**config.mk**
```make
export PLATFORM = sky130hd
export DESIGN_NAME = fft_reorder_ram
export DESIGN_NICKNAME = d
export VERILOG_FILES = /design/src/rtl/fft_reorder_ram.sv
export SDC_FILE = /design/constraint.sdc
export NUM_CORES = 2
export LEC_CHECK = 0
export ABC_CLOCK_PERIOD_IN_PS = 5970
export CORE_MARGIN = 4
export CORE_UTILIZATION = 37
export CTS_BUF_LIST = sky130_fd_sc_hd__clkbuf_4 sky130_fd_sc_hd__clkbuf_8 sky130_fd_sc_hd__clkbuf_16
export DETAILED_ROUTE_END_ITERATION = 16
export HOLD_SLACK_MARGIN = 0.1
export PLACE_DENSITY_LB_ADDON = 0.05
export SLEW_MARGIN = 10
export SYNTH_ARGS = -nofsm -noshare
export SYNTH_HDL_FRONTEND = slang
export SYNTH_SLANG_ARGS = --single-unit
```
**constraint.sdc**
```tcl
create_clock -name CLK -period 5.97 [get_ports CLK]
set_input_delay 0.597 -clock CLK [delete_from_list [all_inputs] [get_ports CLK]]
set_output_delay 0.597 -clock CLK [all_outputs]
set_load 0.01 [all_outputs]
```
**src/rtl/fft_reorder_ram.sv**
```systemverilog
// fft_reorder_ram: complex-sample reorder buffer in front of the FFT core.
// Frames of 2^LOG2N samples are written at a permuted address (natural,
// bit-reversed or rotate-right-by-1) and streamed out in natural order with
// a valid/ready handshake.
// Optional feature macro: RAM_PINGPONG_EN (two banks so that one frame can be
// written while the previous one is read; otherwise a single bank).
module fft_reorder_ram #(
  parameter int WIDTH = 32,
  parameter int LOG2N = 5,
  parameter int MODE  = 1
) (
  input  logic             CLK,
  input  logic             RST,
  input  logic             START,
  input  logic             ED,
  input  logic [WIDTH-1:0] DReal,
  input  logic [WIDTH-1:0] DImag,
  output logic             IREADY,
  input  logic             OREADY,
  output logic             VLD,
  output logic             SOF,
  output logic             EOF,
  output logic [WIDTH-1:0] DOReal,
  output logic [WIDTH-1:0] DOImag,
  output logic             OVR
);

  localparam int N = 1 << LOG2N;
`ifdef RAM_PINGPONG_EN
  localparam int NB = 2;
`else
  localparam int NB = 1;
`endif
  localparam int AW = (NB == 2) ? LOG2N + 1 : LOG2N;
  localparam logic [LOG2N-1:0] LAST = '1;

  // Write-side address permutation selected by MODE.
  function automatic logic [LOG2N-1:0] perm(input logic [LOG2N-1:0] i);
    logic [LOG2N-1:0] r;
    r = i;
    if (MODE == 1) begin
      for (int b = 0; b < LOG2N; b++) r[b] = i[LOG2N-1-b];
    end else if (MODE == 2) begin
      r = {i[0], i[LOG2N-1:1]};
    end
    return r;
  endfunction

  logic [2*WIDTH-1:0] mem [NB*N];
  logic [NB-1:0]      full;
  logic               wbank, rbank;
  logic [LOG2N-1:0]   wcnt, raddr;
  logic [AW-1:0]      wa, ra;
  logic               clr, we, wr_last, fire, rd_last;

  // START behaves exactly like reset and also swallows a coincident ED.
  assign clr     = RST | START;
  assign IREADY  = ~full[wbank];
  assign we      = ED & IREADY & ~clr;
  assign wr_last = we & (wcnt == LAST);
  assign fire    = full[rbank] & (~VLD | OREADY) & ~clr;
  assign rd_last = fire & (raddr == LAST);

  // The bank bit only takes part in the RAM address when there are two banks.
  if (NB == 2) begin : g_pp
    assign wa = {wbank, perm(wcnt)};
    assign ra = {rbank, raddr};
  end else begin : g_sb
    assign wa = perm(wcnt);
    assign ra = raddr;
  end

  // Sample storage; contents survive reset.
  always_ff @(posedge CLK) begin
    if (we) mem[wa] <= {DReal, DImag};
  end

  // Write counter and write bank selection.
  always_ff @(posedge CLK) begin
    if (clr) begin
      wcnt  <= '0;
      wbank <= 1'b0;
    end else if (we) begin
      wcnt <= wcnt + 1'b1;
      if (wr_last && NB == 2) wbank <= ~wbank;
    end
  end

  // Per-bank full flags; a bank is set by its last write and cleared by its
  // last read, which can never coincide for the same bank.
  always_ff @(posedge CLK) begin
    if (clr) begin
      full <= '0;
    end else begin
      if (wr_last) full[wbank] <= 1'b1;
      if (rd_last) full[rbank] <= 1'b0;
    end
  end

  // Output register with handshake: load on fire, hold while stalled, go
  // idle when nothing is buffered and downstream has taken the last sample.
  always_ff @(posedge CLK) begin
    if (clr) begin
      VLD    <= 1'b0;
      SOF    <= 1'b0;
      EOF    <= 1'b0;
      DOReal <= '0;
      DOImag <= '0;
      raddr  <= '0;
      rbank  <= 1'b0;
    end else if (fire) begin
      {DOReal, DOImag} <= mem[ra];
      VLD   <= 1'b1;
      SOF   <= (raddr == '0);
      EOF   <= (raddr == LAST);
      raddr <= raddr + 1'b1;
      if (rd_last && NB == 2) rbank <= ~rbank;
    end else if (!full[rbank] && OREADY) begin
      VLD <= 1'b0;
      SOF <= 1'b0;
      EOF <= 1'b0;
    end
  end

  // Sticky overrun flag for samples dropped while the buffer was blocked.
  always_ff @(posedge CLK) begin
    if (clr)                OVR <= 1'b0;
    else if (ED && !IREADY) OVR <= 1'b1;
  end

endmodule

```
# Word level (Yosys, flattened, before mapping)
# Memory sizes are Yosys's and may differ from the RTL's. A register that Yosys moved wholly into a read port is not among the register bits.
# Index checks and enable logic that the tools add are counted.
# word_totals
reg_bits,15
ram_bits,2048
inputBits,69
output_inout_bits,69
n_memories,1
# classes
n_addsub,2
n_eq_ne,2
n_mux,8
bitwise_logic,11
reduce_logical,7
# mem_list
memory,depth,width,rd,rd_ports_with_merged_regs,wr,line,text
mem,32,64,1,1,1,49,logic [2*WIDTH-1:0] mem [NB*N];
# ops
operator,n
5-bit by 1-bit adder with 5-bit output (second input constant),2
5-bit == test (second input constant),2
1-bit two-way mux,8
1-bit bitwise AND,6
5-bit logical NOT,1
2-bit nonzero test,2
1-bit NOT,3
1-bit logical AND,2
1-bit bitwise OR,2
2-bit OR reduction,1
1-bit logical NOT,1

# Depth between registers and ports, before layout
# logic_depth
word_depth,6
ltp_mapped,10
ltp_nobuf,5

# Worst setup path before layout
# No wires, ideal clock.
# synth_timing
path_kind,input-to-reg
start,input START
end,"memory mem[12][0] (netlist name), enable pin"
setup_ns,0.486
arrival_time_ns,4.451
required_ns,5.484
path_slack_ns,1.033
cell_stages,5
cell_sequence,or2_0 > clkbuf_1 > or4b_2 > clkbuf_1 > nor2_1
# synth_between
elab_chain_cells,5
# synth_rtl
item,line,text
from (decl),14,"input logic START,"
1-bit bitwise OR,57,assign clr = RST | START;
1-bit NOT,59,assign we = ED & IREADY & ~clr;
1-bit bitwise AND,59,
1-bit two-way mux,75,"if (we) mem[wa] <= {DReal, DImag};"
1-bit two-way mux (not written as such),75,
to (decl),49,
# No other way between the ends.

# Worst setup path in the final report
# layout_timing
start,register full
end,"memory mem[24][53] (netlist name), enable pin"
# layout_between
elab_chain_cells,5
# layout_rtl
item,line,text
from (decl),50,logic [NB-1:0] full;
from (signal assigned),93,full <= '0;
"from (signal, indexed assignment)",95,if (wr_last) full[wbank] <= 1'b1;
"from (signal, indexed assignment)",96,if (rd_last) full[rbank] <= 1'b0;
1-bit NOT,58,assign IREADY = ~full[wbank];
1-bit bitwise AND (2 in series),59,
1-bit two-way mux,75,
1-bit two-way mux (not written as such),75,
# No other way between the ends.

==> flow_metrics.env <==
export IMPL_synth_main_ff_cell="sky130_fd_sc_hd__edfxtp_1"
export IMPL_routed_via_count=42500
export IMPL_power_leakage_nw=28.4
export IMPL_final_util_pct=43.1
export IMPL_timing_critical_path_arrival_ns=3.82
export IMPL_routedWlPerCell_um=32.3
export IMPL_drt_first_pass_iters=5
export IMPL_wl_met1_um=110000
export IMPL_tritoncts_num_buffers=226
export IMPL_crit_required_ns=6.52
export IMPL_first_global_vias=43600
export IMPL_yosysUniqueCellTypes=56
export IMPL_holdBufCountCts=0
export IMPL_status="finished, final reports clean"
export IMPL_highest_layer="met4"
export IMPL_grt_overflow_total=0
export IMPL_detail_route_vias_per_cell=5.50
export IMPL_timing_hold_violations_final=0
export IMPL_hpwlAfterDp_um=139000
export IMPL_wirelength_um=249000
export IMPL_gp_routability_congestion=0.756
export IMPL_path_common_cell="sky130_fd_sc_hd__buf_4"
export IMPL_postCtsResizedCells=0
export IMPL_nNetsFinal=4640
export IMPL_worst_hold_path_type="input port to flip-flop"
export IMPL_drt_iter0_markers=3591
export IMPL_synth_avg_cell_area_sq_um=19.1
export IMPL_final_setup_tns_ns=0
export IMPL_worst_setup_path_type="flip-flop to flip-flop"
export IMPL_root_buffer="sky130_fd_sc_hd__clkbuf_16"
export IMPL_path_cells="nor2b_1 > buf_4 > or4b_2 > nor2_4 > buf_4"
export IMPL_die_width_um=479
export IMPL_drv_cap=0
export IMPL_layout_cells_most_common_list="sky130_fd_sc_hd__edfxtp_1, sky130_fd_sc_hd__mux2i_1, sky130_fd_sc_hd__o22ai_1"
export IMPL_worst_clock_skew_ns=0.0365
export IMPL_post_synth_inst_count=4313
export IMPL_timing_max_transition_violations_final=0
export IMPL_cts_tree="built"
export IMPL_finalSetupViolCount=0
export IMPL_vdd_ir_drop_max_uv=296
export IMPL_htree_num_levels=4
export IMPL_numClockSinks=2127
export IMPL_maxSlewHeadroom_pct=15.2
export IMPL_synth_enable_flop_cells=2048
export IMPL_critPathMaxFanout=24
export IMPL_final_period_utilization_pct=54.7
export IMPL_route_antenna_remaining_nets=0
export IMPL_final_layout_size_suffix_gt1_share_pct=19.1
export IMPL_max_stage_delay_ns=0.88
export IMPL_area_growth_pct=15.7
export IMPL_initial_utilization_pct=37.3
export IMPL_period_minus_slack_ns=3.26
export IMPL_routed_wl_met3_um=8930
export IMPL_cts_post_setup_buffers_inserted=0
export IMPL_fp_coreArea_sq_um=220000
export IMPL_placement_rows=172
export IMPL_maximum_frequency_from_static_timing_analysis_mhz=306
export IMPL_grtUsageTotal_pct=21.5
export IMPL_power_density_nw_per_um2=325
export IMPL_insertion_delay_ns=0.87
export IMPL_crit_start_category="flip-flop"
export IMPL_cts_root_to_sink_buffers=3
export IMPL_post_synthesis_async_set_or_reset_flop_share_pct=0
export IMPL_synthesis_area_sq_um=82200
export IMPL_largest_net_degree_at_the_start_of_global_routing=93
export IMPL_io_pins=138
export IMPL_layout_commonest_cell="sky130_fd_sc_hd__edfxtp_1"
export IMPL_worst_setup_hold_path_clk_slew_ns=0.06
export IMPL_ys_seq_area_share_pct=76.8
export IMPL_max_slew_worst_pin_slew_ns=1.27
export IMPL_setup_repair_after_global_routing_missed_its_margin="no"
export IMPL_ys_warn_count=0
export IMPL_synth_ff_latch_count=2127
export IMPL_timing_critical_path_to_type="flip-flop"
export IMPL_drt_drc_violations_left=0
export IMPL_grt_antenna_before_repair=9
export IMPL_die_h_um=479
export IMPL_slowest_stage="sky130_fd_sc_hd__or4b_2"
export IMPL_place_port_buffers=137
export IMPL_floorplan_die_area_sq_um=230000
export IMPL_global_route_wire_length_before_repair_um=351000
export IMPL_synth_nets=4392
export IMPL_dr_wl_met2_um=125000
## path summary, 6_finish.rpt
check | endpoint | slack (ns) | depth (start not counted) | startpoint
setup / recovery | mem[24][53]$_DFFE_PP_ | 2.71 | 5 | full$_SDFFE_PP0P_
setup reg to reg | mem[24][53]$_DFFE_PP_ | 2.71 | 5 | full$_SDFFE_PP0P_
hold reg to reg | SOF$_SDFFE_PP0P_ | 0.52 | 2 | SOF$_SDFFE_PP0P_
hold / removal | mem[15][26]$_DFFE_PP_ | 0.30 | 1 | DImag[26]
## routing by layer
layer	vias to the layer above	GRT usage [%]
met4	0	4.58
li1	18300	-
met1	23100	29.5
met2	886	36.9
met5	-	0
met3	269	2.61
## stage by stage
stage / hold WS, ns / worst slack (ns) / cell area (sq um) / total power (W) / cells
floorplan: 0.492 / 1.03 / 82200 / 0.0167 / 4313
global placement: 0.511 / 1.77 / 87500 / 0.0171 / 7291
detailed placement: 0.516 / 1.76 / 87500 / 0.0171 / 7291
CTS: 0.265 / 2.60 / 95100 / 0.0313 / 7717
global route: 0.282 / 2.50 / 95100 / 0.0320 / 7720
finish: 0.301 / 2.71 / 95100 / 0.0309 / 7721
## state kept, by name, summed over array words and instances (netlist names)
register,count
DOImag,32
DOReal,32
EOF,1
OVR,1
SOF,1
VLD,1
full,1
mem,2048
ra,5
wcnt,5
## cells in the mapped netlist, types with 3 or more instances
library cell	count	share of area (%)
sky130_fd_sc_hd__o21ai_0	73	0.44
sky130_fd_sc_hd__mux2i_1	598	7.3
sky130_fd_sc_hd__a211o_1	5	0.053
sky130_fd_sc_hd__o41ai_1	16	0.17
sky130_fd_sc_hd__dfxtp_1	79	1.9
sky130_fd_sc_hd__nand2_1	55	0.25
sky130_fd_sc_hd__o21ai_1	5	0.030
sky130_fd_sc_hd__a22oi_1	34	0.31
sky130_fd_sc_hd__mux4_2	165	4.5
sky130_fd_sc_hd__nor4_1	5	0.038
sky130_fd_sc_hd__o211ai_1	44	0.40
sky130_fd_sc_hd__o2111ai_1	3	0.032
sky130_fd_sc_hd__xor2_1	3	0.032
sky130_fd_sc_hd__buf_1	10	0.046
sky130_fd_sc_hd__buf_4	46	0.42
sky130_fd_sc_hd__o41ai_2	4	0.079
sky130_fd_sc_hd__o22ai_1	295	2.2
sky130_fd_sc_hd__nand3_1	3	0.018
sky130_fd_sc_hd__a21oi_1	59	0.36
sky130_fd_sc_hd__o221ai_1	10	0.11
sky130_fd_sc_hd__o31ai_1	14	0.13
sky130_fd_sc_hd__nor2b_1	74	0.56
sky130_fd_sc_hd__and3_1	8	0.061
sky130_fd_sc_hd__o311ai_0	21	0.22
sky130_fd_sc_hd__a22o_1	47	0.50
sky130_fd_sc_hd__a211oi_1	61	0.56
sky130_fd_sc_hd__edfxtp_1	2048	75
sky130_fd_sc_hd__ha_1	10	0.15
sky130_fd_sc_hd__nor2_1	50	0.23
sky130_fd_sc_hd__buf_2	80	0.49
sky130_fd_sc_hd__mux2_2	99	1.4
sky130_fd_sc_hd__nor3_1	61	0.37
sky130_fd_sc_hd__a21o_1	30	0.27
sky130_fd_sc_hd__clkbuf_1	110	0.50
sky130_fd_sc_hd__nand4_1	3	0.023
sky130_fd_sc_hd__a311o_1	15	0.18
sky130_fd_sc_hd__inv_1	6	0.027
sky130_fd_sc_hd__o311ai_1	9	0.096
sky130_fd_sc_hd__nand2b_1	6	0.046
sky130_fd_sc_hd__buf_6	28	0.38
## power by group
part / internal [W] / switching [W]
sequential: 0.0164 / 0.00000530
clock: 0.00834 / 0.00583
combinational: 0.0000715 / 0.000325
total: 0.0248 / 0.00616
## critical path: cells and delay by family, from the launching register on
kind | cells | cell delay (ns)
flops | 1 | 0.40
buf+inv | 2 | 0.61
simple gates | 3 | 1.91
## layout make-up
class	count	area [sq um]
fill	19500	125000
sequential	2127	63100
multi-input combinational	1902	17900
clock buffer	328	6590
tap	2958	3700
timing repair buffer	296	2820
clock inverter	98	951
inverter	8	30.0
antenna	4	10.0
## kinds of logic after synthesis
group / share of synthesized area (%)
flip-flops: 76.8
AO/OA/AOI/OAI: 6.21
XOR/XNOR: 0.0533
adder cells (fa/ha/maj): 0.152
buffers and inverters: 1.91
AND/OR/NAND/NOR: 1.75
multiplexers: 13.2
Note: power is estimated with default switching activity, not from simulation.
